**config.mk**
```make
export PLATFORM = sky130hd
export DESIGN_NAME = count_uart_reporter_flat
export DESIGN_NICKNAME = d
export VERILOG_FILES = /design/src/rtl/count_uart_reporter_if.sv /design/src/rtl/count_uart_reporter.sv /design/src/flat_wrapper.sv
export SDC_FILE = /design/constraint.sdc
export NUM_CORES = 1
export LEC_CHECK = 0
export BUFFER_PORTS_ARGS = -buffer_cell sky130_fd_sc_hd__buf_4
export CORE_UTILIZATION = 60
export DETAILED_ROUTE_END_ITERATION = 8
export GPL_TIMING_DRIVEN = 0
export HOLD_SLACK_MARGIN = 0.05
export PLACE_DENSITY = 0.79
export SYNTH_ARGS = -nofsm -noshare
export SYNTH_HDL_FRONTEND = slang
export SYNTH_SLANG_ARGS = --single-unit
```
**constraint.sdc**
```tcl
create_clock -name wClk -period 2.45 [get_ports wClk]
set_input_delay 0.1225 -clock wClk [delete_from_list [all_inputs] [get_ports wClk]]
set_output_delay 0.1225 -clock wClk [all_outputs]
set_load 0.03 [all_outputs]
```
**src/rtl/count_uart_reporter_if.sv**
```systemverilog
// Signal bundle between the LED counter and its UART reporter.
interface count_uart_reporter_if;
    logic [7:0] iCount;
    logic       oTx;
    logic       oBusy;
    logic       oReportDone;

    // Counter side: supplies the count, observes the serial line and status.
    modport master (
        output iCount,
        input  oTx,
        input  oBusy,
        input  oReportDone
    );

    // Reporter side.
    modport slave (
        input  iCount,
        output oTx,
        output oBusy,
        output oReportDone
    );
endinterface

```
**src/rtl/count_uart_reporter.sv**
```systemverilog
// Sends "HH\r\n" over an 8N1 TX-only UART whenever the counter value changes.
module count_uart_reporter #(
    parameter int unsigned CLK_HZ       = 48000000,
    parameter int unsigned BAUD         = 115200,
    parameter int unsigned CLKS_PER_BIT = CLK_HZ / BAUD
) (
    input  logic                  wClk,
    input  logic                  wRst,
    count_uart_reporter_if.slave  bus
);

    if (CLKS_PER_BIT < 2) begin : g_bad_clks_per_bit
        $error("count_uart_reporter: CLKS_PER_BIT must be at least 2");
    end

    localparam int unsigned CntW = (CLKS_PER_BIT > 1) ? $clog2(CLKS_PER_BIT) : 1;
    localparam logic [CntW-1:0] CntMax = CntW'(CLKS_PER_BIT - 1);

    typedef enum logic [1:0] {StIdle, StStart, StData, StStop} state_e;

    state_e          state_q, state_d;
    logic [7:0]      last_q, last_d;
    logic [7:0]      snap_q, snap_d;
    logic [1:0]      byte_idx_q, byte_idx_d;
    logic [2:0]      bit_idx_q, bit_idx_d;
    logic [CntW-1:0] bit_cnt_q, bit_cnt_d;
    logic            tx_q, tx_d;
    logic            busy_q, busy_d;
    logic            done_q, done_d;

    logic [7:0]      cur_byte;
    logic [2:0]      bit_idx_nxt;
    logic            bit_end;

    // Uppercase ASCII hex digit.
    function automatic logic [7:0] hex_ascii(input logic [3:0] n);
        if (n <= 4'd9) begin
            return 8'h30 + {4'h0, n};
        end
        return 8'h37 + {4'h0, n};
    endfunction

    // Select the byte of the report currently being shifted out.
    always_comb begin
        unique case (byte_idx_q)
            2'd0:    cur_byte = hex_ascii(snap_q[7:4]);
            2'd1:    cur_byte = hex_ascii(snap_q[3:0]);
            2'd2:    cur_byte = 8'h0D;
            default: cur_byte = 8'h0A;
        endcase
    end

    assign bit_idx_nxt = bit_idx_q + 3'd1;
    assign bit_end     = (bit_cnt_q == CntMax);

    // Next-state logic; tx_d is the line level for the bit that starts at the next edge.
    always_comb begin
        state_d    = state_q;
        last_d     = last_q;
        snap_d     = snap_q;
        byte_idx_d = byte_idx_q;
        bit_idx_d  = bit_idx_q;
        bit_cnt_d  = bit_cnt_q;
        tx_d       = tx_q;
        busy_d     = busy_q;
        done_d     = 1'b0;

        unique case (state_q)
            StIdle: begin
                tx_d = 1'b1;
                if (bus.iCount != last_q) begin
                    snap_d     = bus.iCount;
                    last_d     = bus.iCount;
                    byte_idx_d = 2'd0;
                    bit_idx_d  = 3'd0;
                    bit_cnt_d  = '0;
                    tx_d       = 1'b0;
                    busy_d     = 1'b1;
                    state_d    = StStart;
                end
            end
            StStart: begin
                if (bit_end) begin
                    bit_cnt_d = '0;
                    bit_idx_d = 3'd0;
                    tx_d      = cur_byte[0];
                    state_d   = StData;
                end else begin
                    bit_cnt_d = bit_cnt_q + 1'b1;
                end
            end
            StData: begin
                if (bit_end) begin
                    bit_cnt_d = '0;
                    if (bit_idx_q == 3'd7) begin
                        tx_d    = 1'b1;
                        state_d = StStop;
                    end else begin
                        bit_idx_d = bit_idx_nxt;
                        tx_d      = cur_byte[bit_idx_nxt];
                    end
                end else begin
                    bit_cnt_d = bit_cnt_q + 1'b1;
                end
            end
            StStop: begin
                if (bit_end) begin
                    bit_cnt_d = '0;
                    if (byte_idx_q == 2'd3) begin
                        tx_d    = 1'b1;
                        busy_d  = 1'b0;
                        done_d  = 1'b1;
                        state_d = StIdle;
                    end else begin
                        byte_idx_d = byte_idx_q + 2'd1;
                        tx_d       = 1'b0;
                        state_d    = StStart;
                    end
                end else begin
                    bit_cnt_d = bit_cnt_q + 1'b1;
                end
            end
            default: state_d = StIdle;
        endcase
    end

    // State register; reset aborts any report in flight without a done pulse.
    always_ff @(posedge wClk) begin
        if (wRst) begin
            state_q    <= StIdle;
            last_q     <= 8'h00;
            snap_q     <= 8'h00;
            byte_idx_q <= 2'd0;
            bit_idx_q  <= 3'd0;
            bit_cnt_q  <= '0;
            tx_q       <= 1'b1;
            busy_q     <= 1'b0;
            done_q     <= 1'b0;
        end else begin
            state_q    <= state_d;
            last_q     <= last_d;
            snap_q     <= snap_d;
            byte_idx_q <= byte_idx_d;
            bit_idx_q  <= bit_idx_d;
            bit_cnt_q  <= bit_cnt_d;
            tx_q       <= tx_d;
            busy_q     <= busy_d;
            done_q     <= done_d;
        end
    end

    assign bus.oTx         = tx_q;
    assign bus.oBusy       = busy_q;
    assign bus.oReportDone = done_q;

endmodule

```
**src/flat_wrapper.sv**
```systemverilog
// flat-port wrapper written by rule: the top's interface ports become plain ports
module count_uart_reporter_flat 
#(
    parameter int unsigned CLK_HZ       = 48000000,
    parameter int unsigned BAUD         = 115200,
    parameter int unsigned CLKS_PER_BIT = CLK_HZ / BAUD
)
  (wClk, wRst, bus_iCount, bus_oTx, bus_oBusy, bus_oReportDone);
  count_uart_reporter_if bus_i ();
  input  logic wClk;
  input  logic wRst;
  input wire logic [$bits(bus_i.iCount)-1:0] bus_iCount;
  output wire logic [$bits(bus_i.oTx)-1:0] bus_oTx;
  output wire logic [$bits(bus_i.oBusy)-1:0] bus_oBusy;
  output wire logic [$bits(bus_i.oReportDone)-1:0] bus_oReportDone;
  assign bus_i.iCount = bus_iCount;
  assign bus_oTx = bus_i.oTx;
  assign bus_oBusy = bus_i.oBusy;
  assign bus_oReportDone = bus_i.oReportDone;
  count_uart_reporter #(.CLK_HZ(CLK_HZ), .BAUD(BAUD), .CLKS_PER_BIT(CLKS_PER_BIT)) u_core (.wClk(wClk), .wRst(wRst), .bus(bus_i));
endmodule
```
==> out/qor.yml <==
status: "finished with violations"
violations: "design-rule violations"
clkSlewWorstSetupHoldPaths_ps: 150
fmax_mhz: 474.7
maxSlewHeadroom_pct: 64.64
maxCapViolations: 0
ant_nets: 0
area_growth_pct: 10.66
swShare_pct: 43.28
cp_num_buf_inv: 0
num_io_pins: 13
endpoint_kind: "register"
clkPwrFrac_pct: 11.6
worstMarginPinSlew_ps: 530.4
antenna_found_initial: 0
ys_top_cells_by_count: "nor2_1 (28), dfxtp_1 (27), nand2_1 (21)"
period_share_pct: 85.97
cts.sink_count: 27
fin_worst_skew_ps: 7.467
die_x_um: 57.76
crit_family: "simple AND/OR/NAND/NOR gates"
syn_nets: 248
drv_slew: 0
synth_cell_type_count: 51
internal_power_mw: 0.9644
gp_congestion: 0.8838
drive_gt1_share_pct: 11.57
core-area_um2: 2853
power_frac_comb_pct: 53.1
setup_slack_ps: 343.6
insertion_delay_ps: 330
synth_area_um2: 1866
crit_chain: "ha_1, nand3_2, or4b_1, nand2_1, o2111ai_1, o32ai_1, a21oi_1"
dpl.hpwl_um: 3146
post_cts_buffers: 0
clock_path_buffers: 2
finalNonFillerCells: 273
holdWs_ps: 49.53
die_area_um2: 3336
synth-async-reset-ratio_pct: 0
grt_pass1_vias: 1639
ys.flop_type: "dfxtp_1"
synth-edff-count: 0
synth_seq_cells: 27
pre_cts_ws_ps: 368.5
synth.most_common_cell: "nor2_1"
critical_path_class: "reg2reg"
diodes: 0
vias: 1626
p_sw_mw: 0.7359
grtUsageTotal_pct: 26.92
gr-total-overflow: 0
ctsResizeCount: 0
grt_max_degree: 17
cts_tree: "built"
synth_top_area_share_pct: 28.97
synth_top_cell_by_area: "dfxtp_1"
synthCells: 222
hold_class: "in2reg"
synth-seq-area-share_pct: 28.97
nets: 269
drt_drc_violations_left: 1
setup-violations-final: 0
cts_buffers: 3
critPathSlowestCell: "or4b_1"
htree_levels: 1
postCtsHoldBufs: 4
dr.pass1.iters: 6
dp.cells: 265
p_per_area_nw_per_um2: 823.6
avgSynthCellArea_um2: 8.403
yosys-top-cells-area: "dfxtp_1 (29%), ha_1 (11%), mux2i_1 (5.9%), nor2_1 (5.6%), xor2_1 (4.7%)"
period_minus_slack_ps: 2106
fin_tns_setup_ps: 0
numPortBuffers: 12
first_iter_violations: 61
p_leak_nw: 0.8373
start_util_pct: 65.39
setup.worst_path.start_class: "register"
die_h_um: 57.76
wirelength_um: 4047
rsz0062_at_grt: "no"
cp.required_ps: 2680
rows: 19
worst-path-max-fanout: 3
placed_area_um2: 1994
cts_root_buf: "clkbuf_4"
via_per_inst: 5.956
critPathMaxStageDelay_ps: 570
hold_violations: 0
worstPathArrival_ps: 2340
wl_per_cell_um: 14.82
seqPwrFrac_pct: 35.2
yosys_warnings: 0
vdd_drop_max_mv: 0.6311
grt_pass1_wl_um: 7120
final_cell_area_um2: 2064
==> cell type report <==
cell class | count | area (µm²)
buffer | 6 | 27.53
tap | 31 | 38.79
fill | 240 | 788.3
multi-input combinational | 177 | 1252
inverter | 12 | 45.04
clock inverter | 1 | 7.507
timing repair buffer | 16 | 130.1
clock buffer | 3 | 22.52
sequential | 27 | 540.5
==> metrics by stage <==
stage          power [mW]  util (%)
2_1_floorplan       1.291         -
3_3_place_gp        1.434     69.91
3_5_place_dp        1.493     69.91
4_1_cts             1.696     72.37
5_1_grt             1.829     72.37
6_report            1.700     72.37
==> routing by layer <==
| layer | routed length (µm) | share of wire, % | global-route usage (%) | vias up |
|---|---|---|---|---|
| met3 | 107 | 2.6 | 3.348 | 9 |
| li1 | - | - | - | 820 |
| met2 | 1876 | 46 | 44.35 | 30 |
| met4 | 65 | 1.6 | 8.163 | 0 |
| met5 | 0 | 0 | 0 | - |
| met1 | 1997 | 49 | 37.05 | 767 |
==> layout by cell type, fill, tap and decap left out, types with 2 or more instances in the layout <==
cell	n
mux2_2	2
xor2_1	10
xnor2_1	5
nand2_1	21
a31oi_1	4
clkbuf_1	4
buf_4	13
dfxtp_1	27
nor3_1	4
mux2i_1	11
nor2b_1	5
a21oi_1	11
a221oi_1	2
inv_1	12
o21bai_1	2
nand2b_1	6
ha_1	16
nand3_2	2
o211ai_1	4
nor4_2	2
nand4_1	3
nand3_1	5
and3_1	4
clkbuf_4	3
nor2_1	28
or2_1	2
o21ai_0	4
dlygate4sd3_1	4
==> state kept, by name, summed over array words and instances (netlist names) <==
| name | cells |
|---|---|
| u_core.bus.oReportDone | 1 |
| u_core.state_q | 2 |
| u_core.bit_cnt_q | 9 |
| u_core.last_q | 8 |
| u_core.bit_idx_q | 3 |
| u_core.bus.oBusy | 1 |
| u_core.byte_idx_q | 2 |
| u_core.bus.oTx | 1 |
==> worst reg2reg max path: cells and delay by family, from the launching register on <==
kind | cells | cell delay, ps
AO/OA/AOI/OAI | 3 | 540
AND/OR/NAND/NOR | 3 | 820
flip-flops | 1 | 410
adder cells (fa/ha/maj) | 1 | 240
==> power groups by stage <==
stage | Combinational (mW) | Sequential, mW | Clock, mW
2_1_floorplan | 0.682 | 0.609 | 0
3_3_place_gp | 0.838 | 0.596 | 0
3_5_place_dp | 0.886 | 0.608 | 0
4_1_cts | 0.896 | 0.597 | 0.202
5_1_grt | 0.996 | 0.611 | 0.222
6_report | 0.904 | 0.599 | 0.197
==> final timing paths <==
kind,start,end,slack (ps),cells after the start
min reg2reg,u_core.bit_idx_q[1]$_SDFFE_PP0P_,u_core.bit_idx_q[1]$_SDFFE_PP0P_,470,2
max reg2reg,u_core.bit_cnt_q[0]$_SDFFE_PP0N_,u_core.bus.oTx$_SDFFE_PP1P_,340,7
min,bus_iCount[1],u_core.last_q[1]$_SDFFE_PP0P_,50,3
max,u_core.bit_cnt_q[0]$_SDFFE_PP0N_,u_core.bus.oTx$_SDFFE_PP1P_,340,7
==> cell families (layout without fill, tap and decap cells) <==
group	after synthesis	count (layout)	synth area share, %
buffers and inverters	18	38	3.889
multiplexers	13	13	7.109
adder cells (fa/ha/maj)	16	16	10.73
XOR/XNOR	15	15	7.042
AND/OR/NAND/NOR	92	92	27.10
AO/OA/AOI/OAI	41	41	15.16
flip-flops	27	27	28.97
(Power assumes the default switching activity.)
